==> config.mk <==
export PLATFORM = sky130hd
export DESIGN_NAME = r_stream_feeder
export DESIGN_NICKNAME = d
export VERILOG_FILES = /design/src/rtl/r_pkg.sv /design/src/rtl/r_stream_feeder.sv
export SDC_FILE = /design/constraint.sdc
export NUM_CORES = 1
export LEC_CHECK = 0
export CORE_ASPECT_RATIO = 1.75
export CORE_MARGIN = 2
export CORE_UTILIZATION = 27
export CTS_CLUSTER_SIZE = 25
export DETAILED_ROUTE_END_ITERATION = 8
export SETUP_SLACK_MARGIN = 0.02
export SKIP_CTS_REPAIR_TIMING = 1
export SLEW_MARGIN = 5
export SYNTH_ARGS = -nofsm -noshare
export SYNTH_HDL_FRONTEND = slang
export SYNTH_SLANG_ARGS = --single-unit
export TNS_END_PERCENT = 1
==> constraint.sdc <==
create_clock -name clk -period 2.89 [get_ports clk]
set_input_delay 0.7225 -clock clk [delete_from_list [all_inputs] [get_ports clk]]
set_output_delay 0.7225 -clock clk [all_outputs]
set_load 0.02 [all_outputs]
==> src/rtl/r_pkg.sv <==
// Shared constants and state type for the R function stream feeder.
package r_pkg;

  localparam int unsigned R_WIN_W  = 16;
  localparam int unsigned R_BYTE_W = 8;

  typedef enum logic [1:0] {
    IDLE,
    SHIFT,
    FLUSH
  } r_feed_state_e;

endpackage

==> src/rtl/r_stream_feeder.sv <==
// Byte stream -> 16-bit sliding window for the R function, and R results -> packed bytes.
module r_stream_feeder
  import r_pkg::*;
#(
  parameter int unsigned BYTE_W = R_BYTE_W,
  parameter int unsigned WIN_W  = R_WIN_W
) (
  input  logic              clk,
  input  logic              rst_n,
  input  logic [BYTE_W-1:0] s_data,
  input  logic              s_last,
  input  logic              s_valid,
  output logic              s_ready,
  output logic [WIN_W-1:0]  func_in,
  input  logic              func_out,
  output logic [BYTE_W-1:0] m_data,
  output logic              m_last,
  output logic              m_valid,
  input  logic              m_ready
);

  localparam int unsigned          CntW   = $clog2(BYTE_W);
  localparam logic [CntW-1:0]      CntMax = CntW'(BYTE_W - 1);

  r_feed_state_e     state_q, state_d;
  logic [BYTE_W-1:0] sh_q, sh_d;
  logic [CntW-1:0]   bit_cnt_q, bit_cnt_d;
  logic [WIN_W-1:0]  win_q, win_d;
  logic              ev_valid_q, ev_valid_d;
  // Frame-end flag of the byte whose bits currently sit in the window; last_q may
  // already belong to the next byte by the time its final result is captured.
  logic              ev_last_q, ev_last_d;
  logic [BYTE_W-2:0] pack_q, pack_d;
  logic [CntW-1:0]   pack_cnt_q, pack_cnt_d;
  logic [BYTE_W-1:0] m_data_q, m_data_d;
  logic              m_last_q, m_last_d;
  logic              m_valid_q, m_valid_d;
  logic              last_q, last_d;

  logic stall;
  logic capture;
  logic shift_en;
  logic accept;

  assign stall    = ev_valid_q && (pack_cnt_q == CntMax) && m_valid_q && !m_ready;
  assign capture  = ev_valid_q && !stall;
  assign shift_en = (state_q == SHIFT) && !stall;
  assign s_ready  = !stall && ((state_q == IDLE) ||
                               ((state_q == SHIFT) && (bit_cnt_q == CntMax) && !last_q));
  assign accept   = s_valid && s_ready;

  assign func_in = win_q;
  assign m_data  = m_data_q;
  assign m_last  = m_last_q;
  assign m_valid = m_valid_q;

  // Next-state: input FSM, window shifting, result capture and output register.
  always_comb begin
    state_d    = state_q;
    sh_d       = sh_q;
    bit_cnt_d  = bit_cnt_q;
    win_d      = win_q;
    ev_valid_d = ev_valid_q;
    ev_last_d  = ev_last_q;
    pack_d     = pack_q;
    pack_cnt_d = pack_cnt_q;
    m_data_d   = m_data_q;
    m_last_d   = m_last_q;
    m_valid_d  = m_valid_q && !m_ready;
    last_d     = last_q;

    unique case (state_q)
      IDLE: begin
        if (accept) begin
          sh_d      = s_data;
          last_d    = s_last;
          bit_cnt_d = '0;
          state_d   = SHIFT;
        end
      end
      SHIFT: begin
        if (shift_en) begin
          win_d     = {win_q[WIN_W-2:0], sh_q[BYTE_W-1]};
          sh_d      = sh_q << 1;
          ev_last_d = last_q;
          bit_cnt_d = bit_cnt_q + 1'b1;
          if (bit_cnt_q == CntMax) begin
            if (accept) begin
              sh_d      = s_data;
              last_d    = s_last;
              bit_cnt_d = '0;
            end else if (last_q) begin
              state_d = FLUSH;
            end else begin
              state_d = IDLE;
            end
          end
        end
      end
      FLUSH: begin
        // Final window is evaluated this cycle; clear so the next frame starts from zeros.
        if (!stall) begin
          win_d   = '0;
          state_d = IDLE;
        end
      end
      default: state_d = IDLE;
    endcase

    // A window shifted in this edge is fresh; otherwise a capture consumes it.
    if (shift_en) begin
      ev_valid_d = 1'b1;
    end else if (capture) begin
      ev_valid_d = 1'b0;
    end

    if (capture) begin
      if (pack_cnt_q == CntMax) begin
        m_data_d   = {pack_q, func_out};
        m_last_d   = ev_last_q;
        m_valid_d  = 1'b1;
        pack_cnt_d = '0;
      end else begin
        pack_d     = {pack_q[BYTE_W-3:0], func_out};
        pack_cnt_d = pack_cnt_q + 1'b1;
      end
    end
  end

  // State registers.
  always_ff @(posedge clk or negedge rst_n) begin
    if (!rst_n) begin
      state_q    <= IDLE;
      sh_q       <= '0;
      bit_cnt_q  <= '0;
      win_q      <= '0;
      ev_valid_q <= 1'b0;
      ev_last_q  <= 1'b0;
      pack_q     <= '0;
      pack_cnt_q <= '0;
      m_data_q   <= '0;
      m_last_q   <= 1'b0;
      m_valid_q  <= 1'b0;
      last_q     <= 1'b0;
    end else begin
      state_q    <= state_d;
      sh_q       <= sh_d;
      bit_cnt_q  <= bit_cnt_d;
      win_q      <= win_d;
      ev_valid_q <= ev_valid_d;
      ev_last_q  <= ev_last_d;
      pack_q     <= pack_d;
      pack_cnt_q <= pack_cnt_d;
      m_data_q   <= m_data_d;
      m_last_q   <= m_last_d;
      m_valid_q  <= m_valid_d;
      last_q     <= last_d;
    end
  end

endmodule

==> results.cfg <==
[floorplanning]
ios = 41
placement_rows = 44
initial_core_util = 0.277
die_area_um2 = 9250
dieWidth_um = 73.6
die_h_um = 126
core_um2 = 8260

[worst_setup_path]
cp-startpoint = m_ready
worstPathArrival_ns = 1.84
worstSetupEndpointType = output pin
crit_type = input pin to output pin
cp_max_fo = 3
start_kind = input pin
timing.rr.start = pack_cnt_q[0]
crit_required_ns = 2.17

[synth]
synth.ff_latch_count = 52
avgSynthCellArea_um2 = 13.1
yosysTopAreaCell = dfrtp_1
ys_seq_area_frac = 0.569
synthArstFlopShare = 1.00
postSynthCellCount = 175
synth_edf_count = 0
synth_ff_type = dfrtp_1
synth_top_area_frac = 0.569
ys_top_cells_by_area = dfrtp_1, mux2_2, a22o_1, o2111ai_1, o21ai_0
synth.distinct_cells = 32
synth_warnings = 0
syn-num-nets = 193
netlist_area_um2 = 2290

[clock_network]
cts_tree = yes
clkTransAtPathRegs_ns = 0.06
cts_root_buf = clkbuf_16
clock-sinks = 52
clock_path_buffers = 2
clkLatencyLatePin_ns = 0.29
numCtsBuffers = 5
htree_levels = 2

[placement]
hpwl_um = 3280
place_area_um2 = 2730
routabilityCongestion = 0.733
place_ws_ns = -0.0709
io_buffers = 40
placedCellCount = 298

[timing]
slew_violations = 0
post-route-min-period_ns = 2.56
tns_ns = 0
tightest_slew_ns = 0.707
fin_crit_sh = 0.887
hold_viol_final = 0
setup_ws_ns = 0.328
slew_headroom = 0.529
setup_viol = 0
clock_skew_ns = 0.00618
rsz0062_at_grt = false
whs_ns = 0.484
fmax_ghz = 0.390

[pwr]
powerDensity_nw_per_um2 = 1120
power_leakage_nw = 1.25
fin_total_pwr_mw = 3.22
peakVddDrop_v = 0.000323

[global_route]
grt_start_max_net_pins = 32
grt_overflow_total = 0
grt_pass1_wl_um = 7790
grt_pass1_vias = 1565
antenna_found_initial = 0
grt.total_usage = 0.108

[finish]
nNetsFinal = 231
area_growth_pct = 26.1
stdcell_area_um2 = 2880
n_antenna_cell = 0
final_cells = 305
drive_gt1_frac = 0.178
utilization = 0.349

[routing]
routed-via-count = 1575
totalWireLength_um = 4670
ant_nets = 0
viasPerCell = 5.16
drt_first_pass_iters = 4
wire_per_inst_um = 15.3
drc = 0
drt-initial-drc-count = 52

[outcome]
status = completed

[flow_run]
maxCapViolCount = 0

[min_path]
hold_class = input pin to asynchronous set/reset pin
-- worst paths after layout --
path / to / slack [ns] / depth (start not counted)
max in group asynchronous: func_in[14] / 1.77 / 2
min reg2reg: m_last / 0.51 / 1
min: m_data[3] / 0.48 / 1
max: s_ready / 0.33 / 4
max reg2reg: ev_last_q / 0.86 / 6
min in group clk: m_last / 0.51 / 1
-- cells by family (layout without fill, tap and decap cells) --
kind of cell / Yosys count / after routing / share of synthesized area
buffers and inverters: 19 / 57 / 0.0563
xor gates and xnor gates: 1 / 1 / 0.00383
adders and majority gates: 4 / 4 / 0.0219
AOI/OAI and AO/OA: 53 / 53 / 0.176
DFF: 52 / 52 / 0.569
muxes: 20 / 20 / 0.0985
and+or+nand+nor: 26 / 26 / 0.0750
-- cells in the final DEF (no fill, tap or decap), types with 2 or more instances in the layout --
cell type | netlist | layout
buf_4 | 3 | 6
o41ai_1 | 2 | 2
mux2_2 | 20 | 20
clkbuf_8 | 0 | 2
inv_1 | 4 | 4
nand2_1 | 6 | 6
o21ai_0 | 12 | 12
nor2b_1 | 2 | 2
o2111ai_1 | 7 | 7
clkdlybuf4s50_1 | 0 | 38
ha_1 | 4 | 4
nand3_1 | 8 | 8
dfrtp_1 | 52 | 52
clkbuf_16 | 0 | 5
o211ai_1 | 7 | 7
a22o_1 | 19 | 19
-- sequential cells by signal, indices dropped and copies added (netlist names) --
| register | cells |
|---|---|
| func_in | 16 |
| m_data | 8 |
| sh_q | 8 |
| pack_q | 7 |
| bit_cnt_q | 3 |
| pack_cnt_q | 3 |
| state_q | 2 |
| ev_last_q | 1 |
| ev_valid_q | 1 |
| last_q | 1 |
| m_last | 1 |
| m_valid | 1 |
-- cells in the mapped netlist (3+ instances only) --
library cell / number
inv_1: 4
ha_1: 4
dfrtp_1: 52
buf_6: 5
buf_2: 7
buf_4: 3
o21ai_0: 12
o211ai_1: 7
nand2_1: 6
a22o_1: 19
o2111ai_1: 7
nand3_1: 8
mux2_2: 20
-- routing by layer --
layer / track usage / routed length, um / up-vias / share of wire
met3: 0.0240 / 167 / 3 / 0.036
met2: 0.175 / 2450 / 45 / 0.52
met1: 0.135 / 2020 / 793 / 0.43
met5: 0 / 0 / - / 0
met4: 0.0439 / 34 / 0 / 0.0073
li1: - / - / 734 / -
-- power breakdown --
| group | internal, mW | total (mW) | switching, mW | leakage, nW |
|---|---|---|---|---|
| Clock | 0.364 | 0.614 | 0.251 | 0.0760 |
| Combinational | 0.712 | 1.34 | 0.626 | 0.530 |
| Sequential | 1.05 | 1.26 | 0.216 | 0.645 |
-- worst max-delay path, stage by stage --
cell and delay (ns):
clkdlybuf4s50_1 0.48, and4b_1 0.21, nor3b_1 0.18, dlymetal6s2s_1 0.25
-- layout make-up --
| class | instances | area [um^2] |
|---|---|---|
| clock buffer | 7 | 153 |
| timing repair buffer | 46 | 443 |
| multi-input combinational | 104 | 857 |
| fill | 817 | 5370 |
| sequential | 52 | 1300 |
| tap | 92 | 115 |
| inverter | 4 | 15.0 |
Note: power is estimated with default switching activity, not from simulation.
